$ cat src/rtl/lsb_four_approximate_rc_adder_pkg.sv
`default_nettype none
// ============================================================================
// Module      : lsb_four_approximate_rc_adder_pkg
// Description : Shared defaults for the approximate ripple-carry adder.
//               It holds the operand width and the number of approximated
//               LSBs. It also holds the derived width of the exact upper part.
// Revision    : 1.0 - initial release
// ============================================================================
package lsb_four_approximate_rc_adder_pkg;

    localparam int c_WIDTH_DEFAULT       = 8;
    localparam int c_APPROX_BITS_DEFAULT = 4;
    localparam int c_UPPER_WIDTH_DEFAULT = c_WIDTH_DEFAULT - c_APPROX_BITS_DEFAULT;

endpackage : lsb_four_approximate_rc_adder_pkg
`default_nettype wire

$ cat src/rtl/lsb_four_approximate_rc_adder_full_adder.sv
`default_nettype none
// ============================================================================
// Module      : lsb_four_approximate_rc_adder_full_adder
// Description : Single-bit exact full adder. It is used for the upper part
//               of the approximate adder.
//   a, b  in  1  addend bits
//   cin   in  1  carry in
//   s     out 1  sum bit
//   cout  out 1  carry out (majority of a, b, cin)
// Revision    : 1.0 - initial release
// ============================================================================
module lsb_four_approximate_rc_adder_full_adder (
    input  logic a,
    input  logic b,
    input  logic cin,
    output logic s,
    output logic cout
);

    assign s    = a ^ b ^ cin;
    assign cout = (a & b) | (a & cin) | (b & cin);

endmodule : lsb_four_approximate_rc_adder_full_adder
`default_nettype wire

$ cat src/rtl/lsb_four_approximate_rc_adder.sv
`default_nettype none
// ============================================================================
// Module      : lsb_four_approximate_rc_adder
// Description : Registered approximate ripple-carry adder.
//               - The low APPROX_BITS bits are the bitwise OR of the operands.
//               - The upper bits use an exact ripple chain. Its carry-in is
//                 generated from the top approximated bit pair.
//               - The result is registered. Reset is asynchronous and
//                 active-high.
//   clk   in  1      rising-edge clock
//   rst   in  1      asynchronous active-high reset (clears S and Cout)
//   A     in  WIDTH  operand A, unsigned
//   B     in  WIDTH  operand B, unsigned
//   Cin   in  1      carry-in, kept for interface compatibility; ignored
//   S     out WIDTH  registered approximate sum
//   Cout  out 1      registered carry-out of the MSB
// Revision    : 1.0 - initial release
// ============================================================================
module lsb_four_approximate_rc_adder
    import lsb_four_approximate_rc_adder_pkg::*;
#(
    parameter int WIDTH       = c_WIDTH_DEFAULT,
    parameter int APPROX_BITS = c_APPROX_BITS_DEFAULT
) (
    input  logic             clk,
    input  logic             rst,
    input  logic [WIDTH-1:0] A,
    input  logic [WIDTH-1:0] B,
    input  logic             Cin,
    output logic [WIDTH-1:0] S,
    output logic             Cout
);

    localparam int c_UPPER = WIDTH - APPROX_BITS;

    logic [WIDTH-1:0] w_sum;
    // w_carry[j] is the carry into bit APPROX_BITS+j.
    logic [c_UPPER:0] w_carry;
    logic [WIDTH-1:0] r_s;
    logic             r_cout;

    // Cin does not enter the datapath. The name keeps it out of unused-signal reports.
    logic w_unused;
    assign w_unused = Cin;

    // The low part has no carry chain. Bit APPROX_BITS-1 still produces the
    // single generated carry that feeds the exact upper part.
    genvar gi;
    generate
        for (gi = 0; gi < APPROX_BITS; gi++) begin : g_low_or
            assign w_sum[gi] = A[gi] | B[gi];
        end
    endgenerate

    assign w_carry[0] = A[APPROX_BITS-1] & B[APPROX_BITS-1];

    generate
        for (gi = 0; gi < c_UPPER; gi++) begin : g_upper_fa
            lsb_four_approximate_rc_adder_full_adder u_full_adder (
                .a    (A[APPROX_BITS+gi]),
                .b    (B[APPROX_BITS+gi]),
                .cin  (w_carry[gi]),
                .s    (w_sum[APPROX_BITS+gi]),
                .cout (w_carry[gi+1])
            );
        end
    endgenerate

    always_ff @(posedge clk or posedge rst) begin
        if (rst) begin
            r_s    <= '0;
            r_cout <= 1'b0;
        end else begin
            r_s    <= w_sum;
            r_cout <= w_carry[c_UPPER];
        end
    end

    assign S    = r_s;
    assign Cout = r_cout;

endmodule : lsb_four_approximate_rc_adder
`default_nettype wire

$ cat config.mk
export PLATFORM = sky130hd
export DESIGN_NAME = lsb_four_approximate_rc_adder
export DESIGN_NICKNAME = d
export VERILOG_FILES = /design/src/rtl/lsb_four_approximate_rc_adder_pkg.sv /design/src/rtl/lsb_four_approximate_rc_adder_full_adder.sv /design/src/rtl/lsb_four_approximate_rc_adder.sv
export SDC_FILE = /design/constraint.sdc
export NUM_CORES = 1
export LEC_CHECK = 0
export BUFFER_PORTS_ARGS = -buffer_cell sky130_fd_sc_hd__buf_2
export CAP_MARGIN = 20
export CORE_AREA = 4 4 41 43
export DETAILED_ROUTE_END_ITERATION = 8
export DIE_AREA = 0 0 45 47
export PLACE_DENSITY_LB_ADDON = 0.3
export SYNTH_ARGS = -nofsm -noshare
export SYNTH_HDL_FRONTEND = slang
export SYNTH_SLANG_ARGS = --single-unit
$ cat constraint.sdc
create_clock -name clk -period 0.8 [get_ports clk]
set_input_delay 0.12 -clock clk [delete_from_list [all_inputs] [get_ports clk]]
set_output_delay 0.12 -clock clk [all_outputs]
set_load 0.02 [all_outputs]
==> summary.txt, run 1 <==
Finished Core Util = 0.482
most frequent cell after synthesis = dfrtp_1
internal power = 861 uW
crit-path most repeated cell = fa_2
VDD IR-drop max = 0.000870 V
DR pass1 iterations = 1
vias in the first global route = 286
synthesized flop and latch total = 9
# fillers = 134
crit-path cells = buf_6 > and2_4 > fa_2 > fa_2 > fa_2 > inv_2 > fa_2 > inv_2
Placed Cells incl. Taps = 65
CTS sink cnt = 9
net load switching power = 323 uW
starting density of the core = 0.277
Synth Flop Type = dfrtp_1
max-cap viol count = 0
Peak Freq = 0.586 GHz
DRC viols = 0
synthesized area = 360 um^2
post-CTS setup buffer count = 0
layout cells sized above 1 = 0.691
routability cong. = 0.597
largest net degree at the start of global routing = 10
CTS Buf Count = 3
CP max-delay cell = fa_2
unrepaired setup endpoints after global routing = yes
Final period util = 2.13
Critical Path Fanout Max = 2
Worst-path clk slew = 0.07 ns
CTS Buffer Depth = 2
IO buf count = 26
ys async rst share = 1.00
GRT overflow = 0
num ports = 28
final worst setup slack = -0.905 ns
Hold WC Path Type = input pin to flop
power share of the sequential group = 0.447
Clk pwr share = 0.290
combined area of the multi-input logic cells = 124 um^2
Critical Path AT = 1.91 ns
Worst slew margin = 0.782
Die Y = 47 um
DP Wirelength = 577 um
first-pass GRT wire length = 1070 um
Yosys top cell by area = dfrtp_1
Root Buffer = clkbuf_4
Post-synth EDFFs = 0
Slew Viols, Final = 0
DR vias/cell = 3.76
row cnt = 13
ANT cells = 0
Avg WL per Cell = 8.91 um
max incr delay on CP = 0.43 ns
synth warn = 0
switching share of power = 0.273
Avg Cell Area, Syn = 15.0 um^2
failing checks = negative setup slack
Worst Setup Start Kind = input pin
Hold Crit Start = A[2]
Critical Path RT = 1.01 ns
WL final = 624 um
total die area = 2120 um^2
Hold Path Depth = 2
WHS = 0.0396 ns
most frequent cells after synthesis = dfrtp_1, inv_1, fa_1, or2_1, and2_2
Post-DRT Antenna Nets = 0
pwr dens = 1890 nW/um^2
Power Total = 1.18 mW
synth top area cells = dfrtp_1, fa_1, or2_1
Mapped Nets = 47
Die Span X = 45 um
Static Leak = 0.314 nW
Worst-Margin Slew = 0.326 ns
Syn Inst Count = 24
Tot GR Track Use = 0.0796
Seq/Total Area, Yosys = 0.625
outcome = finished with violations
Setup TNS = -3.05 ns
Cell Count, Final, Fillers Out = 70
# setup viols final = 13
Final min period = 1.71 ns
Vias = 263
count of cell types in the netlist = 5
deepest level of the CTS H-tree = 1
Area Overhead vs Synth = 74.0%
WS Path Type = input pin to flop
antenna violations before repair = 0
worst hold path endpoint = S[2]
Core ar. = 1300 um^2
fin nets = 79
Logic pwr share = 0.263
Synth top area share = 0.625
final hold vios = 0
nature of the critical path endpoint = flop
FF/Latch Area = 225 um^2
CTS tree = built
Iteration-0 DRC Markers = 0
## cells by family (layout without fill, tap and decap cells)
logic type | after synthesis | count (layout) | synth area share
adders and majority gates | 4 | 4 | 0.222
DFF | 9 | 9 | 0.625
and+or+nand+nor | 5 | 5 | 0.0903
buffers and inverters | 6 | 37 | 0.0625
## area by class of cell
class,count,area share
Sequential cell,9,0.359
Timing Repair Buffer,27,0.333
Multi-Input combinational cell,9,0.198
Clock buffer,3,0.0359
Inverter,6,0.0359
Tap cell,15,0.0299
Clock inverter,1,0.00798
## layer usage
layer,GRT usage,up-vias,wire (um)
met1,0.0718,117,196
met2,0.119,17,313
li1,-,127,-
met5,0,-,0
met4,0.0877,0,15
met3,0.0460,2,98
## worst max-delay path, delay by kind of cell
| family | cells | cell delay, ns |
|---|---|---|
| adders and majority gates | 4 | 1.44 |
| and+or+nand+nor | 1 | 0.14 |
| buffers and inverters | 3 | 0.20 |
## cells in the final DEF, fill, tap and decap left out
cell           instances
buf_2                 15
buf_6                 11
dfrtp_1                9
or2_1                  4
fa_2                   4
inv_2                  3
inv_1                  3
clkbuf_4               3
and2_4                 1
clkinv_2               1
dlygate4sd3_1          1
## state kept, by name, indices dropped and copies added, names as in the netlist
| register | cells |
|---|---|
| S | 8 |
| Cout | 1 |
## worst max-delay path by stage
stage,startpoint,endpoint,cells past startpoint
3_3_place_gp,A[3],S[7],8
6_report,A[3],S[7],8
2_1_floorplan,A[3],S[7],7
5_1_grt,A[3],S[7],8
4_1_cts,A[3],S[7],8
3_5_place_dp,A[3],S[7],8
## through the flow
step	area [um^2]	setup WS, ns
5_1_grt	627	-0.935
4_1_cts	621	-0.899
3_5_place_dp	520	-1.20
3_3_place_gp	520	-1.17
6_report	627	-0.905
2_1_floorplan	372	-1.04
## what timing repair did
action	in CTS	in global routing
hold buffers	1	0
setup endpoints to repair	13	13
pin swaps	0	0
gates resized for setup	19	3
cloned	0	0
hold endpoints to repair	9	0
## power groups by stage
stage	sequential [mW]	clock [mW]	combinational (mW)
global route	0.534	0.396	0.342
floorplan	0.597	0	0.0583
detailed placement	0.525	0	0.244
CTS	0.530	0.367	0.311
global placement	0.524	0	0.238
finish	0.529	0.344	0.311
Note: power is estimated with default switching activity, not from simulation.
==> run 2: changes to the inputs <==
--- a/config.mk
+++ b/config.mk
@@ -8,6 +8,7 @@
 export BUFFER_PORTS_ARGS = -buffer_cell sky130_fd_sc_hd__buf_2
 export CAP_MARGIN = 20
 export CORE_AREA = 4 4 41 43
+export CTS_BUF_LIST = sky130_fd_sc_hd__clkbuf_2 sky130_fd_sc_hd__clkbuf_4 sky130_fd_sc_hd__clkbuf_8
 export DETAILED_ROUTE_END_ITERATION = 8
 export DIE_AREA = 0 0 45 47
 export PLACE_DENSITY_LB_ADDON = 0.3
==> constraint.sdc (replaced) <==
create_clock -name clk -period 1.62 [get_ports clk]
set_input_delay 0.243 -clock clk [delete_from_list [all_inputs] [get_ports clk]]
set_output_delay 0.243 -clock clk [all_outputs]
set_load 0.02 [all_outputs]
==> run 2 against run 1 <==
Against the previous run: the run still ends with negative setup slack left; clock-buffer cell count grew 1; clock power shrank 47%; sequential share of layout area grew 3.8 points; global-route usage shrank 0.64 points; die area is the same; setup slack gained 0.69 ns; hold slack gained 0.12 ns; non-clock buffer count is the same; core utilization shrank 4.6 points; combinational power shrank 60%; flip-flop and latch count is the same; critical path type unchanged; highest routed layer is now met3.
==> summary.txt, run 2 (synthesized netlist as in run 1, its figures left out) <==
Area Overhead vs Synth = 57.3%
antenna violations before repair = 0 (unchanged)
total die area = 2120 um^2 (unchanged)
WS Path Type = input pin to flop
commonest cells after routing, fill and taps aside = buf_2, dfrtp_1
Core ar. = 1300 um^2 (unchanged)
Worst-path clk slew = 0.06 ns (about the same)
pwr dens = 991 nW/um^2 (-48%)
CTS Buf Count = 3 (unchanged)
Die Span X = 45 um (unchanged)
max-cap viol count = 0 (unchanged)
switching share of power = 0.264 (-0.00893)
Root Buffer = clkbuf_4
Slew Viols, Final = 0 (unchanged)
# setup viols final = 1 (-12)
final worst setup slack = -0.211 ns (+0.695 ns)
CTS tree = built
Largest register FFs = 8 (unchanged)
first-pass GRT wire length = 993 um (-7.1%)
DR vias/cell = 3.79 (+0.76%)
Avg WL per Cell = 9.69 um (+8.7%)
CTS Buffer Depth = 2 (unchanged)
final hold vios = 0 (unchanged)
IO buf count = 26 (unchanged)
Placed Cells incl. Taps = 65 (unchanged)
failing checks = negative setup slack
Hold WC Path Type = input pin to flop
ANT cells = 0 (unchanged)
starting density of the core = 0.277 (unchanged)
Critical Path RT = 1.82 ns (+0.81 ns)
Final period util = 1.13
CTS sink cnt = 9 (unchanged)
# fillers = 139 (+3.7%)
Vias = 265 (+0.76%)
Critical Path Fanout Max = 2 (unchanged)
Worst-Margin Slew = 0.330 ns (+0.00453 ns)
deepest level of the CTS H-tree = 1 (unchanged)
Tot GR Track Use = 0.0732 (-0.00637)
Power Total = 562 uW (-53%)
power share of the sequential group = 0.452 (+0.005)
largest net degree at the start of global routing = 10 (unchanged)
fin nets = 79 (unchanged)
outcome = finished with violations
WHS = 0.164 ns (+0.124 ns)
layout cells sized above 1 = 0.673 (-0.0182)
Logic pwr share = 0.219 (-0.044)
post-CTS setup buffer count = 0 (unchanged)
DRC viols = 0 (unchanged)
GRT overflow = 0 (unchanged)
vias in the first global route = 253 (-12%)
Post-DRT Antenna Nets = 0 (unchanged)
num ports = 28 (unchanged)
internal power = 413 uW (-52%)
Iteration-0 DRC Markers = 0 (unchanged)
commonest non-fill, non-tap cell in the layout = buf_2
Worst slew margin = 0.779 (-0.00302)
Static Leak = 0.291 nW (-7.2%)
DR pass1 iterations = 1 (unchanged)
Critical Path AT = 2.03 ns (+0.12 ns)
Final min period = 1.83 ns
WL final = 678 um (+8.7%)
Cell Count, Final, Fillers Out = 70 (unchanged)
routability cong. = 0.598 (+0.10%)
Clk pwr share = 0.328 (+0.038)
Peak Freq = 0.546 GHz
net load switching power = 148 uW (-54%)
nature of the critical path endpoint = flop
Die Y = 47 um (unchanged)
unrepaired setup endpoints after global routing = yes
VDD IR-drop max = 0.000326 V (-63%)
row cnt = 13 (unchanged)
Worst Setup Start Kind = input pin
## run 2: changes by cell type in the layout (fill, tap and decap cells not counted)
cell | previous run | this run
buf_2 | 15 | 25
buf_6 | 11 | 1
clkbuf_4 | 3 | 4
clkinv_2 | 1 | 0
inv_1 | 3 | 4
inv_2 | 3 | 2
## run 2: critical path, cell delays in order
cell and delay, ns:
buf_6 0.09, and2_4 0.14, fa_2 0.33, fa_2 0.34, fa_2 0.34, inv_2 0.06, fa_2 0.42, inv_1 0.06
## run 2: final timing paths
path                       from  endpoint  slack [ns]  cells after the start
setup / recovery           A[3]      S[7]       -0.21                      8
hold / removal             A[1]      S[1]        0.16                      2
max in group asynchronous   rst      S[3]        0.89                      3
min in group asynchronous   rst      S[2]        0.48                      3
## run 2: final cells by class
cell class / instances / area [um^2] / area share
well taps: 15 / 18.8 / 0.0331
inverters: 6 / 22.5 / 0.0397
repair buffers: 27 / 146 / 0.258
multi-input cells: 9 / 124 / 0.219
clock buffers: 4 / 30.0 / 0.0530
flip-flops and latches: 9 / 225 / 0.397
## run 2: layer usage
layer  global-route usage  vias to the layer above  wire (um)
li1                     -                      128          -
met1               0.0624                      122        181
met2                0.119                       15        392
met3               0.0421                        0        104
met4               0.0702                        0          0
met5                    0                        -          0
## run 2: per-stage QoR
step	area [um^2]	setup WS, ns	utilization	setup TNS (ns)
after global routing	567	-0.244	0.436	-0.258
after CTS	567	-0.214	0.436	-0.214
after global placement	520	-0.480	0.400	-0.894
after detailed placement	520	-0.508	0.400	-0.930
final	567	-0.211	0.436	-0.211
after floorplan	372	-0.341	-	-0.468
## run 2: repair_timing
| item | CTS | global route |
|---|---|---|
| cloned | 0 | 0 |
| setup endpoints to repair | 1 | 2 |
| hold buffers | 1 | 0 |
| gates resized for setup | 1 | 1 |
| hold endpoints to repair | 9 | 0 |
| pin swaps | 0 | 0 |
## run 2: power groups by stage
stage               clock (mW)  combinational (mW)  sequential, mW
finish                   0.184               0.123           0.254
global route             0.208               0.139           0.256
CTS                      0.194               0.126           0.254
detailed placement           0               0.123           0.259
global placement             0               0.117           0.259
floorplan                    0              0.0288           0.295
==> run 3: changes to the inputs <==
--- a/config.mk
+++ b/config.mk
@@ -12,6 +12,7 @@
 export DETAILED_ROUTE_END_ITERATION = 8
 export DIE_AREA = 0 0 45 47
 export PLACE_DENSITY_LB_ADDON = 0.3
+export REMOVE_ABC_BUFFERS = 1
 export SYNTH_ARGS = -nofsm -noshare
 export SYNTH_HDL_FRONTEND = slang
 export SYNTH_SLANG_ARGS = --single-unit
==> run 3 against run 2 <==
Against the previous run: the run still ends with negative setup slack left; cell area increased by 2.0%; die area unchanged; combinational power about the same; via count decreased by 1.1%; core utilization increased by 0.87 points; sequential power about the same; maximum frequency increased by 1.9%; sequential share of layout area decreased by 0.77 points; first-iteration DRC count increased by 4; setup slack improved by 0.034 ns; critical endpoint unchanged; highest routed layer unchanged.
==> summary.txt, run 3 (synthesized netlist as in run 1, its figures left out) <==
outcome = finished with violations
failing checks = negative setup slack
Die Y = 47 um (unchanged)
Peak Freq = 0.557 GHz (+1.9%)
unrepaired setup endpoints after global routing = yes
Largest delay share family, worst path = adder cells
CTS Buf Count = 3 (unchanged)
pwr dens = 965 nW/um^2 (-2.6%)
vias in the first global route = 246 (-2.8%)
final hold vios = 0 (unchanged)
first-pass GRT wire length = 993 um (unchanged)
DP Wirelength = 533 um
Worst-Margin Slew = 0.320 ns (-0.0107 ns)
CTS tree = built
power share of the sequential group = 0.456 (+0.004)
CTS Buffer Depth = 2 (unchanged)
GRT overflow = 0 (unchanged)
Final min period = 1.80 ns (-0.0342 ns)
WS Path Type = input pin to flop
max-cap viol count = 0 (unchanged)
DR pass1 iterations = 4 (+3)
fin nets = 80 (+1.3%)
design area = 578 um^2 (+2.0%)
WL final = 619 um (-8.7%)
largest net degree at the start of global routing = 10 (unchanged)
Static Leak = 0.300 nW (+3.0%)
Logic pwr share = 0.219 (about the same)
crit-path most repeated cell = fa_2
crit-path cells = buf_6 > and2_4 > fa_2 > fa_2 > fa_2 > inv_2 > fa_1 > inv_1
antenna violations before repair = 0 (unchanged)
Area Overhead vs Synth = 60.4%
num ports = 28 (unchanged)
final worst setup slack = -0.176 ns (+0.0342 ns)
switching share of power = 0.257 (-0.00666)
Largest register FFs = 8 (unchanged)
Post-DRT Antenna Nets = 0 (unchanged)
Die Span X = 45 um (unchanged)
deepest level of the CTS H-tree = 1 (unchanged)
routability cong. = 0.612 (+2.3%)
Vias = 262 (-1.1%)
Post-Place Cell Area = 509 um^2 (-2.2%)
Hold Crit Start = A[0]
Cell Count, Final, Fillers Out = 71 (+1.4%)
Avg WL per Cell = 8.72 um (-10%)
Placed Cells incl. Taps = 65 (unchanged)
VDD IR-drop max = 0.000427 V (+31%)
Critical Path Fanout Max = 2 (unchanged)
starting density of the core = 0.277 (unchanged)
Clk pwr share = 0.325 (-0.003)
Tot GR Track Use = 0.0700 (-0.00316)
Critical Path AT = 2.00 ns (-0.03 ns)
internal power = 414 uW (+0.19%)
CTS sink cnt = 9 (unchanged)
max incr delay on CP = 0.39 ns (-0.03 ns)
Final period util = 1.11 (-0.0211)
worst hold path endpoint = S[0]
ANT cells = 0 (unchanged)
Root Buffer = clkbuf_4
commonest non-fill, non-tap cell in the layout = buf_2
Worst Setup Start Kind = input pin
Worst slew margin = 0.787 (+0.00716)
commonest cells after routing, fill and taps aside = buf_2, dfrtp_1, inv_1
# fillers = 138 (-0.72%)
DRC viols = 0 (unchanged)
nature of the critical path endpoint = flop
Hold WC Path Type = input pin to flop
Critical Path RT = 1.82 ns (about the same)
net load switching power = 143 uW (-3.2%)
Buf/Inv on CP = 3 (unchanged)
row cnt = 13 (unchanged)
Core ar. = 1300 um^2 (unchanged)
CP max-delay cell = fa_1
IO buf count = 26 (unchanged)
Hold Path Depth = 2 (unchanged)
WHS = 0.165 ns (+0.00100 ns)
Setup TNS = -0.176 ns (+0.0342 ns)
total die area = 2120 um^2 (unchanged)
layout cells sized above 1 = 0.643 (-0.0299)
Iteration-0 DRC Markers = 4 (+4)
pre-CTS WS = -0.652 ns (-0.144 ns)
DR vias/cell = 3.69 (-2.5%)
Slew Viols, Final = 0 (unchanged)
Worst-path clk slew = 0.06 ns (about the same)
# setup viols final = 1 (unchanged)
run 3: cell count changes in the layout (fill, tap and decap cells not counted):
cell / change
buf_2: -1
inv_2: -1
fa_2: -1
buf_4: +1
buf_6: +1
fa_1: +1
inv_1: +1
run 3: power groups by stage:
stage	clock network (mW)	logic, mW	registers, mW
2_1_floorplan	0	0.0253	0.295
3_5_place_dp	0	0.115	0.259
5_1_grt	0.210	0.138	0.257
6_report	0.181	0.122	0.254
3_3_place_gp	0	0.112	0.260
4_1_cts	0.188	0.123	0.255
run 3: per-layer routing:
metal	vias up	wire length, um	global-route usage
li1	130	-	-
met1	113	205	0.0721
met2	19	289	0.102
met3	0	124	0.0460
met4	0	0	0.0526
met5	-	0	0
run 3: cell type report:
type / count / area, um^2 / area share
repair buffers: 28 / 160 / 0.277
flip-flops and latches: 9 / 225 / 0.390
clock buffers: 4 / 30.0 / 0.0519
inverters: 6 / 22.5 / 0.0390
well taps: 15 / 18.8 / 0.0325
multi-input cells: 9 / 121 / 0.210
run 3: repair_timing:
item,in CTS,in global routing
hold buffers,1,0
endpoints found under the hold margin,9,0
resized for setup,6,1
setup buffers,0,1
pin swaps,5,5
setup endpoints to repair,2,2
run 3: worst max path at each step:
| stage | start | to | slack (ns) | cells past startpoint |
|---|---|---|---|---|
| global placement | A[3] | S[7] | -0.63 | 8 |
| global route | A[3] | S[7] | -0.23 | 8 |
| CTS | B[3] | S[7] | -0.28 | 8 |
| floorplan | A[3] | S[7] | -0.48 | 7 |
| finish | A[3] | S[7] | -0.18 | 8 |
| detailed placement | A[3] | S[7] | -0.65 | 8 |
run 3: per-stage QoR:
step	total power [mW]	utilization
2_1_floorplan	0.320	-
3_3_place_gp	0.372	0.391
3_5_place_dp	0.374	0.391
4_1_cts	0.565	0.434
5_1_grt	0.605	0.444
6_report	0.558	0.444
